File: src/rtl/button_debouncer_pkg.sv
// Shared definitions for the push-button debouncer: channel FSM states and
// default debounce lengths for the 12 MHz board and for simulation.
package button_debouncer_pkg;

  typedef enum logic [1:0] {
    ST_STABLE_LOW  = 2'd0,
    ST_WAIT_HIGH   = 2'd1,
    ST_STABLE_HIGH = 2'd2,
    ST_WAIT_LOW    = 2'd3
  } db_state_t;

  // 10 ms at 12 MHz
  localparam int unsigned DEBOUNCE_CYCLES_12MHZ = 120000;
  localparam int unsigned DEBOUNCE_CYCLES_SIM   = 4;

endpackage

File: src/rtl/button_debouncer_channel.sv
// One button channel: 2-FF synchroniser, debounce FSM and run-length counter,
// with registered level and one-cycle rise/fall pulses.
module button_debouncer_channel
  import button_debouncer_pkg::*;
#(
  parameter int unsigned DEBOUNCE_CYCLES = DEBOUNCE_CYCLES_SIM
) (
  input  logic clk,
  input  logic rst,
  input  logic btn_i,
  output logic btn_o,
  output logic rise_o,
  output logic fall_o
);

  localparam int unsigned CNT_W = $clog2(DEBOUNCE_CYCLES + 1);
  // cnt includes the sample that left the stable state, so the run is complete
  // when the DEBOUNCE_CYCLES-th disagreeing sample arrives with cnt one short.
  localparam logic [CNT_W-1:0] CNT_LAST = CNT_W'(DEBOUNCE_CYCLES - 1);

  logic             sync1_q, sync2_q;
  db_state_t        state_q, state_d;
  logic [CNT_W-1:0] cnt_q, cnt_d;
  logic             btn_q, btn_d;
  logic             rise_q, rise_d;
  logic             fall_q, fall_d;

  always_ff @(posedge clk) begin
    if (rst) begin
      sync1_q <= 1'b0;
      sync2_q <= 1'b0;
      state_q <= ST_STABLE_LOW;
      cnt_q   <= '0;
      btn_q   <= 1'b0;
      rise_q  <= 1'b0;
      fall_q  <= 1'b0;
    end else begin
      sync1_q <= btn_i;
      sync2_q <= sync1_q;
      state_q <= state_d;
      cnt_q   <= cnt_d;
      btn_q   <= btn_d;
      rise_q  <= rise_d;
      fall_q  <= fall_d;
    end
  end

  // Next-state, counter and pulse logic
  always_comb begin
    state_d = state_q;
    cnt_d   = cnt_q;
    btn_d   = btn_q;
    rise_d  = 1'b0;
    fall_d  = 1'b0;
    unique case (state_q)
      ST_STABLE_LOW: begin
        if (sync2_q) begin
          if (DEBOUNCE_CYCLES == 1) begin
            state_d = ST_STABLE_HIGH;
            btn_d   = 1'b1;
            rise_d  = 1'b1;
            cnt_d   = '0;
          end else begin
            state_d = ST_WAIT_HIGH;
            cnt_d   = CNT_W'(1);
          end
        end
      end
      ST_WAIT_HIGH: begin
        if (!sync2_q) begin
          state_d = ST_STABLE_LOW;
          cnt_d   = '0;
        end else if (cnt_q == CNT_LAST) begin
          state_d = ST_STABLE_HIGH;
          btn_d   = 1'b1;
          rise_d  = 1'b1;
          cnt_d   = '0;
        end else begin
          cnt_d = cnt_q + CNT_W'(1);
        end
      end
      ST_STABLE_HIGH: begin
        if (!sync2_q) begin
          if (DEBOUNCE_CYCLES == 1) begin
            state_d = ST_STABLE_LOW;
            btn_d   = 1'b0;
            fall_d  = 1'b1;
            cnt_d   = '0;
          end else begin
            state_d = ST_WAIT_LOW;
            cnt_d   = CNT_W'(1);
          end
        end
      end
      ST_WAIT_LOW: begin
        if (sync2_q) begin
          state_d = ST_STABLE_HIGH;
          cnt_d   = '0;
        end else if (cnt_q == CNT_LAST) begin
          state_d = ST_STABLE_LOW;
          btn_d   = 1'b0;
          fall_d  = 1'b1;
          cnt_d   = '0;
        end else begin
          cnt_d = cnt_q + CNT_W'(1);
        end
      end
      default: begin
        state_d = ST_STABLE_LOW;
        cnt_d   = '0;
      end
    endcase
  end

  assign btn_o  = btn_q;
  assign rise_o = rise_q;
  assign fall_o = fall_q;

endmodule

File: src/rtl/button_debouncer.sv
// Debounces N_BTN independent push-buttons (btn_o[0] -> A, btn_o[1] -> B);
// one self-contained channel per button.
module button_debouncer
  import button_debouncer_pkg::*;
#(
  parameter int unsigned N_BTN           = 2,
  parameter int unsigned DEBOUNCE_CYCLES = DEBOUNCE_CYCLES_12MHZ
) (
  input  logic             clk,
  input  logic             rst,
  input  logic [N_BTN-1:0] btn_i,
  output logic [N_BTN-1:0] btn_o,
  output logic [N_BTN-1:0] rise_o,
  output logic [N_BTN-1:0] fall_o
);

  for (genvar i = 0; i < N_BTN; i++) begin : g_ch
    button_debouncer_channel #(
      .DEBOUNCE_CYCLES(DEBOUNCE_CYCLES)
    ) u_ch (
      .clk   (clk),
      .rst   (rst),
      .btn_i (btn_i[i]),
      .btn_o (btn_o[i]),
      .rise_o(rise_o[i]),
      .fall_o(fall_o[i])
    );
  end

endmodule

File: config.mk
export PLATFORM = sky130hd
export DESIGN_NAME = button_debouncer
export DESIGN_NICKNAME = d
export VERILOG_FILES = /design/src/rtl/button_debouncer_pkg.sv /design/src/rtl/button_debouncer_channel.sv /design/src/rtl/button_debouncer.sv
export SDC_FILE = /design/constraint.sdc
export NUM_CORES = 1
export LEC_CHECK = 0
export ABC_AREA = 1
export BUFFER_PORTS_ARGS = -buffer_cell sky130_fd_sc_hd__buf_2
export CELL_PAD_IN_SITES_DETAIL_PLACEMENT = 1
export CELL_PAD_IN_SITES_GLOBAL_PLACEMENT = 1
export CORE_MARGIN = 4
export CORE_UTILIZATION = 30
export DETAILED_ROUTE_END_ITERATION = 10
export PLACE_DENSITY_LB_ADDON = 0.1
export SETUP_SLACK_MARGIN = 0.5
export SYNTH_ARGS = -nofsm -noshare
export SYNTH_HDL_FRONTEND = slang
export SYNTH_HIERARCHICAL = 1
export SYNTH_SLANG_ARGS = --single-unit
File: constraint.sdc
create_clock -name clk -period 1.6 [get_ports clk]
set_input_delay 0.08 -clock clk [delete_from_list [all_inputs] [get_ports clk]]
set_output_delay 0.08 -clock clk [all_outputs]
set_load 0.05 [all_outputs]
### After elaboration in Yosys (flattened, before gate mapping)

Index checks and enable logic that the tools add are counted.

| cells by class | value |
|---|---|
| add/subtract/negate cells | 2 |
| equality and inequality tests | 24 |
| mux-type cells | 38 |
| bitwise operators | 6 |
| reductions and logical operators | 14 |

Operators with widths:

| cell | count |
|---|---|
| $mux W17 | 10 |
| $pmux W17 S4 | 2 |
| $add A17 B1 Y17 const B | 2 |
| $eq A17 B17 Y1 const B | 2 |
| $mux W2 | 12 |
| $ne A2 B1 Y1 const B | 8 |
| $pmux W2 S4 | 2 |
| $reduce_or A3 Y1 | 4 |
| $mux W1 | 10 |
| $reduce_and A5 Y1 | 2 |
| $eq A2 B2 Y1 const B | 4 |
| $ne A2 B2 Y1 const B | 4 |
| $reduce_and A4 Y1 | 2 |
| $ne A3 B1 Y1 const B | 2 |
| $ne A3 B3 Y1 const B | 2 |
| $not A1 Y1 | 6 |
| $eq A2 B1 Y1 const B | 2 |
| $logic_not A2 Y1 | 2 |
| $pmux W1 S2 | 2 |
| $reduce_and A2 Y1 | 2 |
| $reduce_bool A2 Y1 | 2 |

| storage, ports and cells | value |
|---|---|
| register bits | 48 |
| input port bits | 4 |
| output and inout bits | 6 |
| logic and storage cells | 98 |

### Longest topological paths before layout

| logic depth | value |
|---|---|
| depth after elaboration | 4 |
| mapped depth | 11 |
| depth with buffers taken out | 11 |

### By module

The synthesis kept the hierarchy.

Modules (own cells, without submodules):

| module | times used | cells each | area each (um^2) | sequential area each (um^2) |
|---|---|---|---|---|
| button_debouncer_channel at g_ch[1].u_ch | 1 | 211 | 1406.3 | 480.5 |
| button_debouncer_channel at g_ch[0].u_ch | 1 | 203 | 1290.0 | 480.5 |

### Worst setup path after synthesis

No wires, ideal clock.

| timing | value |
|---|---|
| path kind | reg2reg |
| from | register g_ch[0].u_ch.cnt_q[1] |
| to | register g_ch[0].u_ch.cnt_q[12] |
| setup time | 0.132 ns |
| arrival | 1.273 ns |
| slack | 0.195 ns |
| cell stages (with the launch flop) | 10 |
| cell sequence | dfxtp_1 ha_1 nand3_2 nor2_2 nand3_1 nand2_2 inv_2 buf_6 nand3_1 a21oi_1 |

| between the ends | value |
|---|---|
| cells in the longest elaborated chain, start to end | 4 |
| elaborated cells between the ends (all ways) | 6 |
| those cells by class | add/sub (1); eq/ne (1); mux (4) |

RTL lines:

| item | line | source |
|---|---|---|
| start: declaration | button_debouncer_channel.sv:23 | `logic [CNT_W-1:0] cnt_q, cnt_d;` |
| start signal: assignment | button_debouncer_channel.sv:41 | `cnt_q <= cnt_d;` |
| $add A17 B1 Y17 or $eq A17 B17 Y1 (tied branches) | n/a |  |
| $mux W17 * | button_debouncer_channel.sv:73, button_debouncer_channel.sv:99 |  |
| $mux W17 (on tied branches) | button_debouncer_channel.sv:96, button_debouncer_channel.sv:70 |  |
| $pmux W17 S4 * | button_debouncer_channel.sv:55 | `unique case (state_q)` |

Mark *: on every way between the ends. The rest lies on a longest branch, timed or not.
A chain may end at the register's enable or synchronous reset.

### Final worst setup path

| timing | value |
|---|---|
| from | register g_ch[0].u_ch.cnt_q[1] |
| to | register g_ch[0].u_ch.cnt_q[11] |

The elaborated chain is that of the path after synthesis.

==> results.sh <==
export IMPL_diodes=0
export IMPL_crit_chain="ha_4, nand3_4, nor2_4, nand3_4, nand2_8, a21oi_1, buf_4, nand2_2, nor2_1"
export IMPL_post_dp_hpwl_mm=5.829
export IMPL_yosys_area_top_type="dfxtp_1"
export IMPL_slew_viol_final=0
export IMPL_grt_pass1_vias=2806
export IMPL_finalCritPeriodShare=0.9208
export IMPL_cts_buffers=5
export IMPL_worstSkewPairLatency_ns=0.31
export IMPL_initial_core_util=0.3092
export IMPL_clock_skew_ns=0.008430
export IMPL_met2_length_mm=4.169
export IMPL_ant_nets=0
export IMPL_start_kind="register"
export IMPL_drt_iter0_drc=38
export IMPL_syn_to_final_growth_pct=43.11
export IMPL_cp_data_required_time_ns=1.81
export IMPL_clk_pin_slew_ns=0.10
export IMPL_antenna_found_initial=0
export IMPL_power_density_nw_per_um2=632.3
export IMPL_ys_seq_area_frac=0.3564
export IMPL_final_layout_size_suffix_gt1_frac=0.4174
export IMPL_place_ws_ns=-0.07847
export IMPL_status="completed"
export IMPL_grt_use_total=0.1636
export IMPL_fin_nets=477
export IMPL_critPathTopFamily="simple AND/OR/NAND/NOR gates"
export IMPL_fp_dieArea_sq_um=10570
export IMPL_final_hold_viol_count=0
export IMPL_gp_congestion=0.7826
export IMPL_met3WireLength_um=226
export IMPL_worstHoldPathType="in2reg"
export IMPL_wirelength_mm=8.435
export IMPL_fill_cells=1075
export IMPL_finish_instance_area_sq_um=3859
export IMPL_grt_ovfl_total=0
export IMPL_root_buffer="clkbuf_8"
export IMPL_tns_ns=0
export IMPL_wl_per_cell_um=14.54
export IMPL_ir_drop_uv=327.0
export IMPL_drt_met1_wl_mm=3.929
export IMPL_vias=2764
export IMPL_syn_cell_area_sq_um=2696
export IMPL_htree_levels=2
export IMPL_finalSetupViolations=0
export IMPL_leakagePower_nw=1.543
export IMPL_ys_types=32
export IMPL_critPathBufInv=1
export IMPL_syn_nets=420
export IMPL_cts_tree="built"
export IMPL_rsz0062_at_grt="true"
export IMPL_worst_setup_path_type="reg2reg"
export IMPL_ys_ff_latch=48
export IMPL_place_area_sq_um=3049
export IMPL_avgSynthCellArea_sq_um=6.513
export IMPL_vias_per_cell=4.766
export IMPL_drv_cap=0
export IMPL_chipWidth_um=102.8
export IMPL_ys_warn_count=6
export IMPL_std_cell_rows=34
export IMPL_cts_sinks=48
export IMPL_multi_input_area_sq_um=1901
export IMPL_portBuffers=9
export IMPL_seq_area_sq_um=997.2
export IMPL_fmax_mhz=678.7
export IMPL_top_layer="met4"
export IMPL_yosys_top_cells_area="dfxtp_1 36%, nand2_1 17%, inv_1 7.8%"
export IMPL_die_height_um=102.8
export IMPL_core_sq_um=8721
export IMPL_final_core_util=0.4425
export IMPL_grt_start_max_net_pins=21
export IMPL_route_detailed_drc=0
export IMPL_dp_cells=538
export IMPL_arrival_ns=1.69
export IMPL_clk_path_buf_depth=2
export IMPL_layout_setup_ws_ns=0.1267
export IMPL_critPathCaptureType="register"
export IMPL_grt_pass1_wl_mm=13.57
export IMPL_period_minus_slack_ns=1.473
export IMPL_num_io_pins=10
export IMPL_cp_max_fo=6
export IMPL_stdcell_count=580
export IMPL_path_common_cell="nand3_4"
export IMPL_worst_pin_slew_ns=0.4077
export IMPL_synth_top_area_share=0.3564
export IMPL_critical_path_max_stage_delay_ns=0.37
export IMPL_relSlewSlack=0.7279
export IMPL_drtPass1Iterations=4
export IMPL_syn_inst=414
export IMPL_cp_slowest_cell="dfxtp_4"
-- synthesized netlist by cell type, drive strengths merged --
cell type    n
buf          7
nor3b        1
nand3       37
or2          2
ha           2
o21bai       3
nor3         9
nand2      123
nand4        7
xor2         2
dfxtp       48
a21oi       27
o21ai       17
and3         1
nor2        62
clkbuf       1
a31oi        1
inv         61
xnor2        2
o22ai        1
-- cells in the final DEF (no fill, tap or decap), types with 4 or more instances in the layout --
master and n:
nand3_1 17, nor2_4 16, nand4_1 7, nand2_4 13, inv_2 9, o21ai_0 9, nor2_1 38, nand2_1 95
nand3_2 15, inv_1 50, a21oi_2 16, nor2_2 8, dfxtp_4 4, clkbuf_8 5, a21oi_1 11, buf_6 6
nand2_2 13, dfxtp_1 27, buf_2 9, buf_4 36, nor3_1 6, nand3_4 5, dfxtp_2 17
-- metrics by stage --
stage	hold slack [ns]	power, mW
after global placement	0.2872	1.525
after global routing	0.08531	2.559
final	0.06271	2.440
after CTS	0.05253	2.426
after detailed placement	0.2980	1.532
after floorplan	0.1577	1.432
-- cell type report --
cell class	count	share of cell area
Sequential cell	48	0.2584
Clock buffer	5	0.01783
Inverter	61	0.06323
Tap cell	108	0.03502
Timing Repair inverter	1	0.002270
Multi-Input combinational cell	297	0.4925
Timing Repair Buffer	57	0.1239
Clock inverter	3	0.006809
-- registers in the layout, indices dropped and copies added, names as in the netlist, named ones only --
signal             flops
g_ch.u_ch/cnt_q       34
g_ch.u_ch/btn_o        2
g_ch.u_ch/fall_o       2
g_ch.u_ch/rise_o       2
g_ch.u_ch/state_q      2
g_ch.u_ch/sync1_q      2
g_ch.u_ch/sync2_q      2
-- worst reg2reg max path, stage by stage (launching register included) --
cell	delay, ns
dfxtp_4	0.37
ha_4	0.17
nand3_4	0.10
nor2_4	0.13
nand3_4	0.13
nand2_8	0.15
a21oi_1	0.08
buf_4	0.15
nand2_2	0.05
nor2_1	0.04
-- kinds of logic after synthesis --
| kind of cell | share of synthesized area |
|---|---|
| buffers and inverters | 0.1076 |
| adders and majority gates | 0.009279 |
| xor gates and xnor gates | 0.01300 |
| and+or+nand+nor | 0.4051 |
| AOI/OAI and AO/OA | 0.1086 |
| DFF | 0.3564 |
-- power breakdown --
part,internal (mW),switching [mW]
registers,1.22,0.0236
logic,0.171,0.235
clock network,0.323,0.471
total,1.71,0.730
-- worst paths after layout --
| check | start | cells past startpoint | to | slack [ns] |
|---|---|---|---|---|
| worst max-delay path | g_ch[0].u_ch/cnt_q[1] | 9 | g_ch[0].u_ch/cnt_q[11] | 0.13 |
| worst min-delay path | rst | 2 | g_ch[0].u_ch/cnt_q[1] | 0.06 |
| worst max register to register | g_ch[0].u_ch/cnt_q[1] | 9 | g_ch[0].u_ch/cnt_q[11] | 0.13 |
| worst min register to register | g_ch[0].u_ch/sync1_q | 2 | g_ch[0].u_ch/sync2_q | 0.40 |
-- layer usage --
layer,up-vias,global-route usage
met5,-,0
met4,0,0.03586
met3,12,0.02774
met2,21,0.2865
met1,1315,0.2113
li1,1416,-
-- what timing repair did --
action	in CTS	in global routing
resized for setup	68	58
setup buffers	23	8
pin swaps	15	32
hold buffers	2	0
hold endpoints to repair	2	0
setup endpoints to repair	44	44
gates cloned	0	1
Note: power is estimated with default switching activity, not from simulation.
